===== src/rtl/popcount_frame_accumulator.sv =====
// Per-frame ones-count and majority-word statistics over FRAME_LEN 3-bit words; result valid the cycle after the last accept.
// Backpressure: in_ready drops while a result waits in HOLD, so upstream stalls until the consumer takes it (one bubble per frame).
module popcount_frame_accumulator #(
  parameter int FRAME_LEN = 8,
  parameter int SUM_W     = 5,
  parameter int MAJ_W     = 4
) (
  input  logic             clk,
  input  logic             rst_n,
  input  logic             clear,
  input  logic             in_valid,
  output logic             in_ready,
  input  logic [2:0]       in_bits,
  output logic             out_valid,
  input  logic             out_ready,
  output logic [SUM_W-1:0] out_sum,
  output logic [MAJ_W-1:0] out_maj,
  output logic [7:0]       frame_cnt
);

  typedef enum logic {ACCUM = 1'b0, HOLD = 1'b1} state_t;

  localparam logic [7:0] IDX_LAST = 8'(FRAME_LEN - 1);

  state_t           state_q, state_d;
  logic [SUM_W-1:0] sum_q, sum_nxt;
  logic [MAJ_W-1:0] maj_q, maj_nxt;
  logic [7:0]       idx_q;
  logic [1:0]       pc;
  logic             accept, last_word, out_hs;

  assign in_ready  = (state_q == ACCUM);
  assign out_valid = (state_q == HOLD);

  assign pc        = {1'b0, in_bits[0]} + {1'b0, in_bits[1]} + {1'b0, in_bits[2]};
  assign accept    = in_valid && in_ready;
  assign last_word = (idx_q == IDX_LAST);
  assign out_hs    = out_valid && out_ready;

  // Running totals including the word currently on the bus
  assign sum_nxt = sum_q + SUM_W'(pc);
  assign maj_nxt = maj_q + MAJ_W'(pc[1]);

  always_ff @(posedge clk or negedge rst_n) begin
    if (!rst_n) begin
      state_q <= ACCUM;
    end else begin
      state_q <= state_d;
    end
  end

  always_comb begin
    state_d = state_q;
    if (clear) begin
      state_d = ACCUM;
    end else begin
      case (state_q)
        ACCUM:   if (accept && last_word) state_d = HOLD;
        HOLD:    if (out_hs) state_d = ACCUM;
        default: state_d = ACCUM;
      endcase
    end
  end

  // clear wins over both a simultaneous accept and a simultaneous output handshake
  always_ff @(posedge clk or negedge rst_n) begin
    if (!rst_n) begin
      sum_q     <= '0;
      maj_q     <= '0;
      idx_q     <= '0;
      out_sum   <= '0;
      out_maj   <= '0;
      frame_cnt <= '0;
    end else if (clear) begin
      sum_q <= '0;
      maj_q <= '0;
      idx_q <= '0;
    end else begin
      if (accept) begin
        if (last_word) begin
          out_sum <= sum_nxt;
          out_maj <= maj_nxt;
          sum_q   <= '0;
          maj_q   <= '0;
          idx_q   <= '0;
        end else begin
          sum_q <= sum_nxt;
          maj_q <= maj_nxt;
          idx_q <= idx_q + 8'd1;
        end
      end
      if (out_hs) begin
        frame_cnt <= frame_cnt + 8'd1;
      end
    end
  end

endmodule


===== config.mk =====
export PLATFORM = sky130hd
export DESIGN_NAME = popcount_frame_accumulator
export DESIGN_NICKNAME = d
export VERILOG_FILES = /design/src/rtl/popcount_frame_accumulator.sv
export SDC_FILE = /design/constraint.sdc
export NUM_CORES = 1
export LEC_CHECK = 0
export ABC_AREA = 1
export CELL_PAD_IN_SITES_DETAIL_PLACEMENT = 1
export CELL_PAD_IN_SITES_GLOBAL_PLACEMENT = 1
export CORE_MARGIN = 8
export CORE_UTILIZATION = 42
export DETAILED_ROUTE_END_ITERATION = 6
export PLACE_DENSITY = 0.89
export SETUP_SLACK_MARGIN = 0.3
export SLEW_MARGIN = 20
export SYNTH_ARGS = -nofsm -noshare
export SYNTH_HDL_FRONTEND = slang
export SYNTH_SLANG_ARGS = --single-unit

===== constraint.sdc =====
create_clock -name clk -period 2.81 [get_ports clk]
set_input_delay 0.4215 -clock clk [delete_from_list [all_inputs] [get_ports clk]]
set_output_delay 0.4215 -clock clk [all_outputs]
set_load 0.01 [all_outputs]

==> impl_table.tex, run 1 <==
\begin{tabular}{lr}
\hline
Metric & Value \\
\hline
\multicolumn{2}{l}{\textbf{STA}} \\
Crit share post-route & 82.0\% \\
Actual transition at the worst max-transition pin & 559 ps \\
Final Worst Setup Slack & 505 ps \\
Setup TNS & 0 ps \\
Tmin final & 2310 ps \\
Final Slew Violations & 0 \\
Hold Vio Cnt, Final & 0 \\
Highest clock rate & 434 MHz \\
Unrepaired setup endpoints after global routing & no \\
Skew final & 4.47 ps \\
Final count of negative-setup-slack endpoints & 0 \\
Worst slew slack as a fraction of its limit & 62.3\% \\
\multicolumn{2}{l}{\textbf{Logic synthesis}} \\
Register area share after synthesis & 49.5\% \\
Total nets after synthesis & 229 \\
Total standard cell area after synthesis & 0.00177 mm² \\
Average instance area after synthesis & 8.31 µm² \\
Count of cell types in the netlist & 23 \\
Ys Warns & 0 \\
Gate Count Post-Synth & 213 \\
Number of flip-flops and latches in the synthesized netlist & 35 \\
\multicolumn{2}{l}{\textbf{Worst setup path}} \\
CP endpoint & sum\_q[4] \\
Worst setup path category & in -> reg \\
Crit end category & register \\
Critical path data arrival time & 2480 ps \\
Number of cells on the worst reg-to-reg path & 9 \\
Data required, critical path & 2980 ps \\
End of the worst register-to-register path & sum\_q[4] \\
Critical Path Fanout Max & 2 \\
Worst setup path startpoint & in\_bits[0] \\
Startpoint class of the critical path & input port \\
Critical register-to-register path startpoint & sum\_q[0] \\
Worst-case register-to-register setup slack & 1230 ps \\
\multicolumn{2}{l}{\textbf{Power and ir drop}} \\
Max rail drop VDD & 0.000290 V \\
Power per cell area & 454 mW/mm² \\
Static power due to leakage & 0.00110 µW \\
\multicolumn{2}{l}{\textbf{Status}} \\
Status & finished clean \\
\multicolumn{2}{l}{\textbf{Global routing}} \\
First-pass GRT wire length & 7450 µm \\
Largest net degree at the start of global routing & 36 \\
Number of global-route vias before repair & 1604 \\
Overall track demand over capacity in global routing & 14.8\% \\
Remaining Overflow, GRT & 0 \\
Number of antenna violations at the first check in global routing & 0 \\
\multicolumn{2}{l}{\textbf{Detailed routing}} \\
Average wire length per cell after detail routing & 14.7 µm \\
Overall routed net length & 4320 µm \\
Vias per cell & 4.99 \\
Post-route antenna net violation count & 0 \\
Remaining routing DRC violations & 0 \\
Drt first-iter violations & 49 \\
Number of iterations in the first detailed-routing pass & 4 \\
Vias after detailed routing & 1466 \\
\multicolumn{2}{l}{\textbf{Floorplan}} \\
CORE AREA & 0.00403 mm² \\
Die height & 80.9 µm \\
Std cell rows & 23 \\
Die footprint & 0.00654 mm² \\
Top-Level Pins & 27 \\
Initial core utilization & 43.9\% \\
Width of the die & 80.9 µm \\
\multicolumn{2}{l}{\textbf{Cells and area}} \\
Final \#Nets & 260 \\
Fraction of layout cells with a size suffix above 1 & 5.74\% \\
Final instance area & 0.00216 mm² \\
Count of antenna diodes in the layout & 0 \\
Seq. cell area & 876 µm² \\
Area grow syn2layout & 22.3\% \\
Final cell count without fillers & 294 \\
Number of fillers in the final layout & 507 \\
Multi-input logic area & 795 µm² \\
\multicolumn{2}{l}{\textbf{Place}} \\
Post-place setup slack & 189 ps \\
Placed cell count & 287 \\
Number of input and output port buffers inserted & 26 \\
Final weighted congestion in routability-driven placement & 0.809 \\
Final HPWL from detailed placement & 3130 µm \\
Area of placed instances & 0.00208 mm² \\
\multicolumn{2}{l}{\textbf{Clocking}} \\
Clock buffer count from CTS & 5 \\
Sink count of the clock tree & 35 \\
CTS clk-pin slew, worst paths & 70 ps \\
Worst-case clock buffer depth & 2 \\
Clock tree from TritonCTS & built \\
Cts hold-fix bufs & 0 \\
Source-to-sink clock delay at the later pin of the worst-skew pair & 290 ps \\
Resized Gates After CTS & 0 \\
Buffers inserted during post-CTS setup optimization & 0 \\
CTS root buf & sky130\_fd\_sc\_hd\_\_clkbuf\_8 \\
H-tree depth reported by CTS & 2 \\
\multicolumn{2}{l}{\textbf{Worst hold path}} \\
Tightest Hold Check Type & reg -> reg \\
\multicolumn{2}{l}{\textbf{Flow run}} \\
Max-cap violations & 0 \\
\hline
\end{tabular}
[kinds of logic after synthesis]
kind of cell    Yosys count  synth area share [%]
simple gates            122                  28.2
buf+inv                  23                  5.59
flops                    35                  49.5
xor+xnor                 10                  4.95
fa+ha+maj                 8                  6.51
compound gates           15                  5.23
[area by class of cell]
cell class,instances,share of cell area [%]
clock buffer,6,3.82
inverter,20,3.47
multi-input combinational,155,36.7
sequential,35,40.5
timing repair buffer,27,12.4
clock inverter,1,0.231
tap,50,2.89
[registers in the layout, indices dropped and copies added (netlist names)]
register and count:
idx_q 8, frame_cnt 8, out_maj 4, out_sum 5, out_valid 1, maj_q 4
sum_q 5
[metal layers]
layer / track usage [%] / part of all wire (%) / vias to the layer above
li1: - / - / 726
met2: 24.7 / 50 / 20
met1: 17.0 / 45 / 714
met5: 0 / 0 / -
met3: 4.53 / 3.7 / 6
met4: 6.79 / 1.7 / 0
[report_power, final]
group	leakage, µW	internal (µW)	switching, µW
clock network	0.0000470	192	183
registers	0.000480	514	10.8
logic	0.000570	32.9	48.5
[critical path, cell delays in order]
cell and delay (ps):
sky130_fd_sc_hd__clkdlybuf4s50_1 430, sky130_fd_sc_hd__fa_1 540, sky130_fd_sc_hd__ha_1 170, sky130_fd_sc_hd__inv_1 60
sky130_fd_sc_hd__fa_1 410, sky130_fd_sc_hd__inv_1 100, sky130_fd_sc_hd__nand3_1 70, sky130_fd_sc_hd__nand2_1 70
sky130_fd_sc_hd__nand2_1 70, sky130_fd_sc_hd__nand2_1 70, sky130_fd_sc_hd__o21ai_0 70
[cell usage after synthesis]
master,n,area (µm²)
sky130_fd_sc_hd__nand2_1,91,342
sky130_fd_sc_hd__dfrtp_1,35,876
sky130_fd_sc_hd__inv_1,19,71.3
sky130_fd_sc_hd__nand3_1,13,65.1
sky130_fd_sc_hd__nor2_1,10,37.5
sky130_fd_sc_hd__o21ai_0,9,45.0
sky130_fd_sc_hd__xor2_1,7,61.3
sky130_fd_sc_hd__ha_1,6,75.1
sky130_fd_sc_hd__nand4_1,3,18.8
sky130_fd_sc_hd__xnor2_1,3,26.3
sky130_fd_sc_hd__fa_1,2,40.0
sky130_fd_sc_hd__nor2_2,2,12.5
sky130_fd_sc_hd__o21bai_1,2,15.0
sky130_fd_sc_hd__o31ai_1,2,15.0
sky130_fd_sc_hd__a22o_1,1,8.76
sky130_fd_sc_hd__buf_2,1,5.00
sky130_fd_sc_hd__buf_4,1,7.51
sky130_fd_sc_hd__buf_6,1,11.3
sky130_fd_sc_hd__inv_2,1,3.75
sky130_fd_sc_hd__nand2_2,1,6.26
sky130_fd_sc_hd__nand3_2,1,10.0
sky130_fd_sc_hd__nand3b_1,1,7.51
sky130_fd_sc_hd__o21ai_2,1,8.76
[layout by cell type (no fill, tap or decap)]
cell type,count
sky130_fd_sc_hd__xnor2_1,3
sky130_fd_sc_hd__clkinv_2,1
sky130_fd_sc_hd__dfrtp_1,35
sky130_fd_sc_hd__nand3_2,1
sky130_fd_sc_hd__nand2_1,91
sky130_fd_sc_hd__inv_1,19
sky130_fd_sc_hd__nor2_2,2
sky130_fd_sc_hd__a22o_1,1
sky130_fd_sc_hd__clkbuf_8,6
sky130_fd_sc_hd__fa_1,2
sky130_fd_sc_hd__o31ai_1,2
sky130_fd_sc_hd__nor2_1,10
sky130_fd_sc_hd__buf_4,1
sky130_fd_sc_hd__xor2_1,7
sky130_fd_sc_hd__nand3b_1,1
sky130_fd_sc_hd__nand4_1,3
sky130_fd_sc_hd__o21ai_0,9
sky130_fd_sc_hd__nand2_2,1
sky130_fd_sc_hd__o21bai_1,2
sky130_fd_sc_hd__inv_2,1
sky130_fd_sc_hd__nand3_1,13
sky130_fd_sc_hd__clkdlybuf4s50_1,26
sky130_fd_sc_hd__o21ai_2,1
sky130_fd_sc_hd__ha_1,6
[metrics by stage]
stage / util, % / power, µW / hold WS [ps]
after floorplan: - / 577 / 126
after global placement: 51.5 / 614 / 464
after detailed placement: 51.5 / 618 / 469
after CTS: 53.7 / 995 / 488
after global routing: 53.7 / 1030 / 516
final: 53.7 / 982 / 482
[worst min-delay path by stage]
stage	depth (start not counted)	to	slack, ps	from
6_report	2	out_maj[2]	480	out_maj[2]
3_5_place_dp	2	out_maj[2]	470	out_maj[2]
5_1_grt	2	maj_q[0]	520	maj_q[0]
3_3_place_gp	2	out_maj[2]	460	out_maj[2]
2_1_floorplan	0	frame_cnt[0]	130	rst_n
4_1_cts	2	out_maj[2]	490	out_maj[2]
Note: power is estimated with default switching activity, not from simulation.
==> inputs of run 2 (changes only) <==
--- a/config.mk
+++ b/config.mk
@@ -9,9 +9,9 @@
 export CELL_PAD_IN_SITES_DETAIL_PLACEMENT = 1
 export CELL_PAD_IN_SITES_GLOBAL_PLACEMENT = 1
 export CORE_MARGIN = 8
-export CORE_UTILIZATION = 42
+export CORE_UTILIZATION = 36
 export DETAILED_ROUTE_END_ITERATION = 6
-export PLACE_DENSITY = 0.89
+export PLACE_DENSITY = 0.81
 export SETUP_SLACK_MARGIN = 0.3
 export SLEW_MARGIN = 20
 export SYNTH_ARGS = -nofsm -noshare
==> constraint.sdc (replaced) <==
create_clock -name clk -period 2 [get_ports clk]
set_input_delay 0.3 -clock clk [delete_from_list [all_inputs] [get_ports clk]]
set_output_delay 0.3 -clock clk [all_outputs]
set_load 0.01 [all_outputs]
==> impl_table.tex, run 2 (same netlist as run 1, synthesis figures left out) <==
\begin{tabular}{lr}
\hline
Metric & Value \\
\hline
\multicolumn{2}{l}{\textbf{Status}} \\
Status & finished clean \\
\multicolumn{2}{l}{\textbf{Place}} \\
Placed cell count & 308 \\
Number of input and output port buffers inserted & 26 \\
Post-place setup slack & -427 ps \\
Area of placed instances & 0.00213 mm² \\
Final HPWL from detailed placement & 3130 µm \\
Final weighted congestion in routability-driven placement & 0.739 \\
\multicolumn{2}{l}{\textbf{Worst setup path}} \\
Worst-case register-to-register setup slack & 490 ps \\
Critical register-to-register path startpoint & idx\_q[0] \\
Worst setup path startpoint & in\_bits[1] \\
Number of cells on the worst reg-to-reg path & 4 \\
Worst path cell trace & buf\_6 > fa\_1 > ha\_2 > inv\_2 > fa\_2 > inv\_2 > nand3\_2 > nand2\_2 > nand2\_2 > nand2\_1 > o21ai\_1 \\
Highest cell delay on the worst timing path & 540 ps \\
Critical Path Stages & 11 \\
Buffers plus inverters on the worst setup path & 3 \\
Startpoint class of the critical path & input port \\
Crit end category & register \\
End of the worst register-to-register path & idx\_q[0] \\
Critical path data arrival time & 1910 ps \\
Data required, critical path & 2180 ps \\
CP endpoint & sum\_q[4] \\
Worst setup path category & in -> reg \\
Critical Path Fanout Max & 2 \\
Cell with the biggest individual delay on the critical path & sky130\_fd\_sc\_hd\_\_fa\_1 \\
Top delay family on crit path & adder cells \\
\multicolumn{2}{l}{\textbf{Clocking}} \\
Clock buffer count from CTS & 5 \\
Sink count of the clock tree & 35 \\
Source-to-sink clock delay at the later pin of the worst-skew pair & 290 ps \\
CTS root buf & sky130\_fd\_sc\_hd\_\_clkbuf\_8 \\
Worst-case clock buffer depth & 2 \\
CTS clk-pin slew, worst paths & 70 ps \\
H-tree depth reported by CTS & 2 \\
Clock tree from TritonCTS & built \\
\multicolumn{2}{l}{\textbf{Power and ir drop}} \\
Internal power & 1050 µW \\
Sequential share of power & 53.3\% \\
Total chip power & 1390 µW \\
Clock share of power & 37.3\% \\
Power per cell area & 619 mW/mm² \\
Net switching share of the total power & 24.5\% \\
Fraction of power consumed by combinational cells & 9.5\% \\
Max rail drop VDD & 0.000316 V \\
Switching power & 339 µW \\
Static power due to leakage & 0.00113 µW \\
\multicolumn{2}{l}{\textbf{STA}} \\
Actual transition at the worst max-transition pin & 499 ps \\
Highest clock rate & 579 MHz \\
Worst slew slack as a fraction of its limit & 66.7\% \\
Final count of negative-setup-slack endpoints & 0 \\
Unrepaired setup endpoints after global routing & yes \\
Tmin final & 1730 ps \\
Final Worst Setup Slack & 273 ps \\
Crit share post-route & 86.4\% \\
Hold Vio Cnt, Final & 0 \\
Skew final & 5.20 ps \\
Final Slew Violations & 0 \\
\multicolumn{2}{l}{\textbf{Global routing}} \\
Overall track demand over capacity in global routing & 12.7\% \\
First-pass GRT wire length & 7380 µm \\
Number of global-route vias before repair & 1593 \\
Remaining Overflow, GRT & 0 \\
Number of antenna violations at the first check in global routing & 0 \\
Largest net degree at the start of global routing & 36 \\
\multicolumn{2}{l}{\textbf{Cells and area}} \\
Fraction of layout cells with a size suffix above 1 & 12.4\% \\
Final \#Nets & 266 \\
Count of antenna diodes in the layout & 0 \\
Final instance area & 0.00224 mm² \\
Final cell count without fillers & 317 \\
Area grow syn2layout & 26.7\% \\
Utilization of the core after routing & 47.5\% \\
Largest registers ranked by flip-flop count & frame\_cnt x8, idx\_q x8 \\
Most frequent standard cell in the layout excluding fill and tap cells & sky130\_fd\_sc\_hd\_\_nand2\_1 \\
Most frequent cells in the layout & 89 x sky130\_fd\_sc\_hd\_\_nand2\_1, 35 x sky130\_fd\_sc\_hd\_\_dfrtp\_1, 23 x sky130\_fd\_sc\_hd\_\_clkdlybuf4s50\_1, 16 x sky130\_fd\_sc\_hd\_\_inv\_1, 12 x sky130\_fd\_sc\_hd\_\_nand3\_1 \\
\multicolumn{2}{l}{\textbf{Detailed routing}} \\
Post-route antenna net violation count & 0 \\
Overall routed net length & 4400 µm \\
Drt first-iter violations & 52 \\
Average wire length per cell after detail routing & 13.9 µm \\
Number of iterations in the first detailed-routing pass & 4 \\
Remaining routing DRC violations & 0 \\
Vias after detailed routing & 1505 \\
Vias per cell & 4.75 \\
\multicolumn{2}{l}{\textbf{Floorplan}} \\
Die footprint & 0.00741 mm² \\
Top-Level Pins & 27 \\
Width of the die & 86.1 µm \\
Initial core utilization & 37.5\% \\
CORE AREA & 0.00472 mm² \\
Std cell rows & 25 \\
Die height & 86.1 µm \\
\multicolumn{2}{l}{\textbf{Worst hold path}} \\
Tightest Hold Check Type & in -> async \\
\multicolumn{2}{l}{\textbf{Flow run}} \\
Max-cap violations & 0 \\
\hline
\end{tabular}
## run 2: cell type report
class | instances | area (µm²)
Timing Repair Buffer | 33 | 310
Inverter | 20 | 75.1
Fill cell | 585 | 2480
Tap cell | 67 | 83.8
Clock inverter | 1 | 5.00
Clock buffer | 6 | 82.6
Sequential cell | 35 | 876
Multi-Input combinational cell | 155 | 810
## run 2: worst min-delay path by stage
stage | endpoint | slack [ps] | cells past startpoint
2_1_floorplan | frame_cnt[0] | 4 | 0
3_3_place_gp | out_sum[2] | 460 | 2
3_5_place_dp | out_sum[4] | 470 | 2
5_1_grt | maj_q[1] | 480 | 2
6_report | out_maj[1] | 430 | 2
4_1_cts | maj_q[1] | 450 | 2
## run 2: metal layers
metal	track usage (%)	part of all wire, %	up-vias
li1	-	-	737
met1	14.3	45	732
met2	22.2	49	29
met3	3.53	4.3	7
met4	4.30	1.3	0
met5	0	0	-
## run 2: metrics by stage
stage | hold slack (ps) | TNS [ps]
after CTS | 446 | 0
after floorplan | 4.41 | 0
final | 431 | 0
after global routing | 476 | 0
after global placement | 465 | -1630
after detailed placement | 471 | -2360
## run 2: power groups by stage
stage / clock network, µW / logic, µW / registers (µW)
2_1_floorplan: 0 / 63.6 / 748
3_3_place_gp: 0 / 118 / 751
3_5_place_dp: 0 / 122 / 752
4_1_cts: 534 / 127 / 739
5_1_grt: 562 / 149 / 741
6_report: 517 / 131 / 739
## run 2: timing repair
action	CTS	global route
resized for setup	19	4
hold buffers	0	0
endpoints found under the setup margin	14	5
setup buffers	1	1
pin swaps	5	4
## run 2: worst register-to-register path, delay by kind of cell (launching register included)
| kind | cells | cell delay (ps) |
|---|---|---|
| adders and majority gates | 1 | 280 |
| and+or+nand+nor | 1 | 110 |
| AOI/OAI and AO/OA | 2 | 560 |
| DFF | 1 | 420 |
==> inputs of run 3 (changes only) <==
--- a/config.mk
+++ b/config.mk
@@ -5,13 +5,12 @@
 export SDC_FILE = /design/constraint.sdc
 export NUM_CORES = 1
 export LEC_CHECK = 0
-export ABC_AREA = 1
 export CELL_PAD_IN_SITES_DETAIL_PLACEMENT = 1
 export CELL_PAD_IN_SITES_GLOBAL_PLACEMENT = 1
 export CORE_MARGIN = 8
-export CORE_UTILIZATION = 36
+export CORE_UTILIZATION = 37
 export DETAILED_ROUTE_END_ITERATION = 6
-export PLACE_DENSITY = 0.81
+export PLACE_DENSITY = 0.8
 export SETUP_SLACK_MARGIN = 0.3
 export SLEW_MARGIN = 20
 export SYNTH_ARGS = -nofsm -noshare
==> impl_table.tex, run 3 <==
\begin{tabular}{lr}
\hline
Metric & Value \\
\hline
\multicolumn{2}{l}{\textbf{Global routing}} \\
Number of antenna violations at the first check in global routing & 0 \\
Number of global-route vias before repair & 1470 \\
Largest net degree at the start of global routing & 36 \\
First-pass GRT wire length & 6980 µm \\
Remaining Overflow, GRT & 0 \\
Overall track demand over capacity in global routing & 12.2\% \\
\multicolumn{2}{l}{\textbf{Detailed routing}} \\
Overall routed net length & 4190 µm \\
Vias after detailed routing & 1320 \\
Post-route antenna net violation count & 0 \\
Vias per cell & 5.37 \\
Drt first-iter violations & 48 \\
Remaining routing DRC violations & 0 \\
Number of iterations in the first detailed-routing pass & 4 \\
Average wire length per cell after detail routing & 17.0 µm \\
\multicolumn{2}{l}{\textbf{Logic synthesis}} \\
Top\_reg\_cell synth & sky130\_fd\_sc\_hd\_\_dfrtp\_1 \\
Average instance area after synthesis & 11.4 µm² \\
Top cells by count, synth & 35 x sky130\_fd\_sc\_hd\_\_dfrtp\_1, 18 x sky130\_fd\_sc\_hd\_\_nand2\_1, 10 x sky130\_fd\_sc\_hd\_\_o21ai\_0 \\
Ys Warns & 0 \\
Number of flip-flops and latches in the synthesized netlist & 35 \\
Number of synthesized flops with an enable pin & 0 \\
Total nets after synthesis & 162 \\
Synth area leader & sky130\_fd\_sc\_hd\_\_dfrtp\_1 \\
Fraction of post-synthesis cell area in the top cell type by area & 52.5\% \\
Cell types with the largest area share after synthesis & sky130\_fd\_sc\_hd\_\_dfrtp\_1 52\%, sky130\_fd\_sc\_hd\_\_ha\_1 4.5\%, sky130\_fd\_sc\_hd\_\_nand2\_1 4.0\% \\
Most common cell in the synthesized netlist & sky130\_fd\_sc\_hd\_\_dfrtp\_1 \\
Register area share after synthesis & 52.5\% \\
Total standard cell area after synthesis & 0.00167 mm² \\
Count of cell types in the netlist & 34 \\
Gate Count Post-Synth & 146 \\
Proportion of synthesized flip-flops having asynchronous set or reset & 100\% \\
\multicolumn{2}{l}{\textbf{Floorplan}} \\
Top-Level Pins & 27 \\
Std cell rows & 24 \\
Width of the die & 83.2 µm \\
CORE AREA & 0.00435 mm² \\
Initial core utilization & 38.3\% \\
Die footprint & 0.00692 mm² \\
Die height & 83.2 µm \\
\multicolumn{2}{l}{\textbf{Clocking}} \\
Sink count of the clock tree & 35 \\
CTS root buf & sky130\_fd\_sc\_hd\_\_clkbuf\_8 \\
Clock tree from TritonCTS & built \\
H-tree depth reported by CTS & 2 \\
Source-to-sink clock delay at the later pin of the worst-skew pair & 290 ps \\
Clock buffer count from CTS & 5 \\
Worst-case clock buffer depth & 2 \\
CTS clk-pin slew, worst paths & 70 ps \\
\multicolumn{2}{l}{\textbf{Cells and area}} \\
Count of antenna diodes in the layout & 0 \\
Area grow syn2layout & 33.4\% \\
Most frequent cells in the layout & 34 x sky130\_fd\_sc\_hd\_\_dfrtp\_1, 22 x sky130\_fd\_sc\_hd\_\_clkdlybuf4s50\_1, 18 x sky130\_fd\_sc\_hd\_\_nand2\_1, 14 x sky130\_fd\_sc\_hd\_\_buf\_4 \\
Final \#Nets & 209 \\
Most frequent standard cell in the layout excluding fill and tap cells & sky130\_fd\_sc\_hd\_\_dfrtp\_1 \\
Fraction of layout cells with a size suffix above 1 & 24.2\% \\
Largest registers ranked by flip-flop count & frame\_cnt x8, idx\_q x8 \\
Number of fillers in the final layout & 484 \\
\multicolumn{2}{l}{\textbf{Worst setup path}} \\
Data required, critical path & 2220 ps \\
Critical Path Fanout Max & 2 \\
Worst setup path category & in -> reg \\
Startpoint class of the critical path & input port \\
Crit end category & register \\
Critical path data arrival time & 1930 ps \\
\multicolumn{2}{l}{\textbf{STA}} \\
Actual transition at the worst max-transition pin & 442 ps \\
Worst slew slack as a fraction of its limit & 70.5\% \\
Worst-case hold slack & 425 ps \\
Final Worst Setup Slack & 292 ps \\
Skew final & 4.45 ps \\
Final Slew Violations & 0 \\
Unrepaired setup endpoints after global routing & yes \\
Tmin final & 1710 ps \\
Hold Vio Cnt, Final & 0 \\
Highest clock rate & 585 MHz \\
Crit share post-route & 85.4\% \\
Final count of negative-setup-slack endpoints & 0 \\
\multicolumn{2}{l}{\textbf{Power and ir drop}} \\
Max rail drop VDD & 0.000274 V \\
Static power due to leakage & 0.00102 µW \\
Power per cell area & 650 mW/mm² \\
\multicolumn{2}{l}{\textbf{Place}} \\
Final HPWL from detailed placement & 3050 µm \\
Final weighted congestion in routability-driven placement & 0.845 \\
Post-place setup slack & -409 ps \\
Number of input and output port buffers inserted & 26 \\
\multicolumn{2}{l}{\textbf{Worst hold path}} \\
Tightest Hold Check Type & in -> async \\
\multicolumn{2}{l}{\textbf{Flow run}} \\
Max-cap violations & 0 \\
\multicolumn{2}{l}{\textbf{Status}} \\
Status & finished clean \\
\hline
\end{tabular}
-- run 3: cell count changes after synthesis, sizes merged, moves of 4 or more --
cell and change:
xnor2 +4, mux2 +4, nor2 -10, a31oi +6
inv -15, nand3 -7, nand2 -74, a21oi +5
-- run 3: routing by layer --
metal / up-vias / routed length [µm] / global-route usage [%]
met5: - / 0 / 0
met3: 10 / 193 / 4.30
met1: 676 / 1630 / 12.1
li1: 607 / - / -
met4: 0 / 97 / 5.43
met2: 27 / 2280 / 22.2
-- run 3: what timing repair did --
item	4_1_cts	5_1_grt
gates cloned	0	0
endpoints found under the setup margin	17	15
buffers inserted	2	5
hold buffers	0	0
gates resized for setup	22	7
pin swaps	6	7
-- run 3: cell type report --
class | count | area, µm² | share of cell area (%)
clock buffer | 5 | 68.8 | 3.09
multi-input combinational | 102 | 774 | 34.8
timing repair buffer | 44 | 407 | 18.3
tap | 52 | 65.1 | 2.92
inverter | 5 | 18.8 | 0.843
clock inverter | 3 | 15.0 | 0.675
sequential | 35 | 877 | 39.4
-- run 3: through the flow --
step / TNS [ps] / area [µm²] / utilization (%) / instances / power (µW)
floorplan: 0 / 1670 / - / 146 / 857
finish: 0 / 2230 / 51.1 / 246 / 1450
global route: 0 / 2230 / 51.1 / 246 / 1520
detailed placement: -3010 / 2050 / 47.2 / 231 / 938
CTS: 0 / 2160 / 49.5 / 241 / 1450
global placement: -2190 / 2050 / 47.2 / 231 / 921
-- run 3: logic make-up (layout without fill, tap and decap cells) --
kind of cell | Yosys count | count (layout) | share of synthesized area [%]
xor+xnor | 14 | 14 | 7.35
compound gates | 32 | 32 | 13.0
fa+ha+maj | 8 | 8 | 6.90
buf+inv | 9 | 57 | 2.62
flops | 35 | 35 | 52.5
simple gates | 44 | 44 | 14.9
mux | 4 | 4 | 2.70
-- run 3: critical path, stage by stage --
cell and delay, ps:
sky130_fd_sc_hd__buf_6 90, sky130_fd_sc_hd__fa_1 530, sky130_fd_sc_hd__ha_2 190, sky130_fd_sc_hd__inv_2 40, sky130_fd_sc_hd__fa_2 340, sky130_fd_sc_hd__inv_2 80, sky130_fd_sc_hd__nand3_2 90, sky130_fd_sc_hd__xor2_2 160
sky130_fd_sc_hd__o21ai_1 110
-- run 3: final timing paths --
| path | startpoint | end | slack, ps | cells past startpoint |
|---|---|---|---|---|
| worst min register to register | out_maj[3] | out_maj[3] | 480 | 2 |
| max in group asynchronous | rst_n | out_valid | 1230 | 2 |
| min in group clk | out_maj[3] | out_maj[3] | 480 | 2 |
| worst max-delay path | in_bits[1] | out_sum[4] | 290 | 9 |
| worst min-delay path | rst_n | out_maj[1] | 430 | 2 |
| worst max register to register | idx_q[0] | sum_q[2] | 350 | 6 |
-- run 3: where the power goes --
part	switching [µW]	internal [µW]	total [µW]
clock network	260	238	499
logic	94.6	92.7	187
registers	29.5	732	762
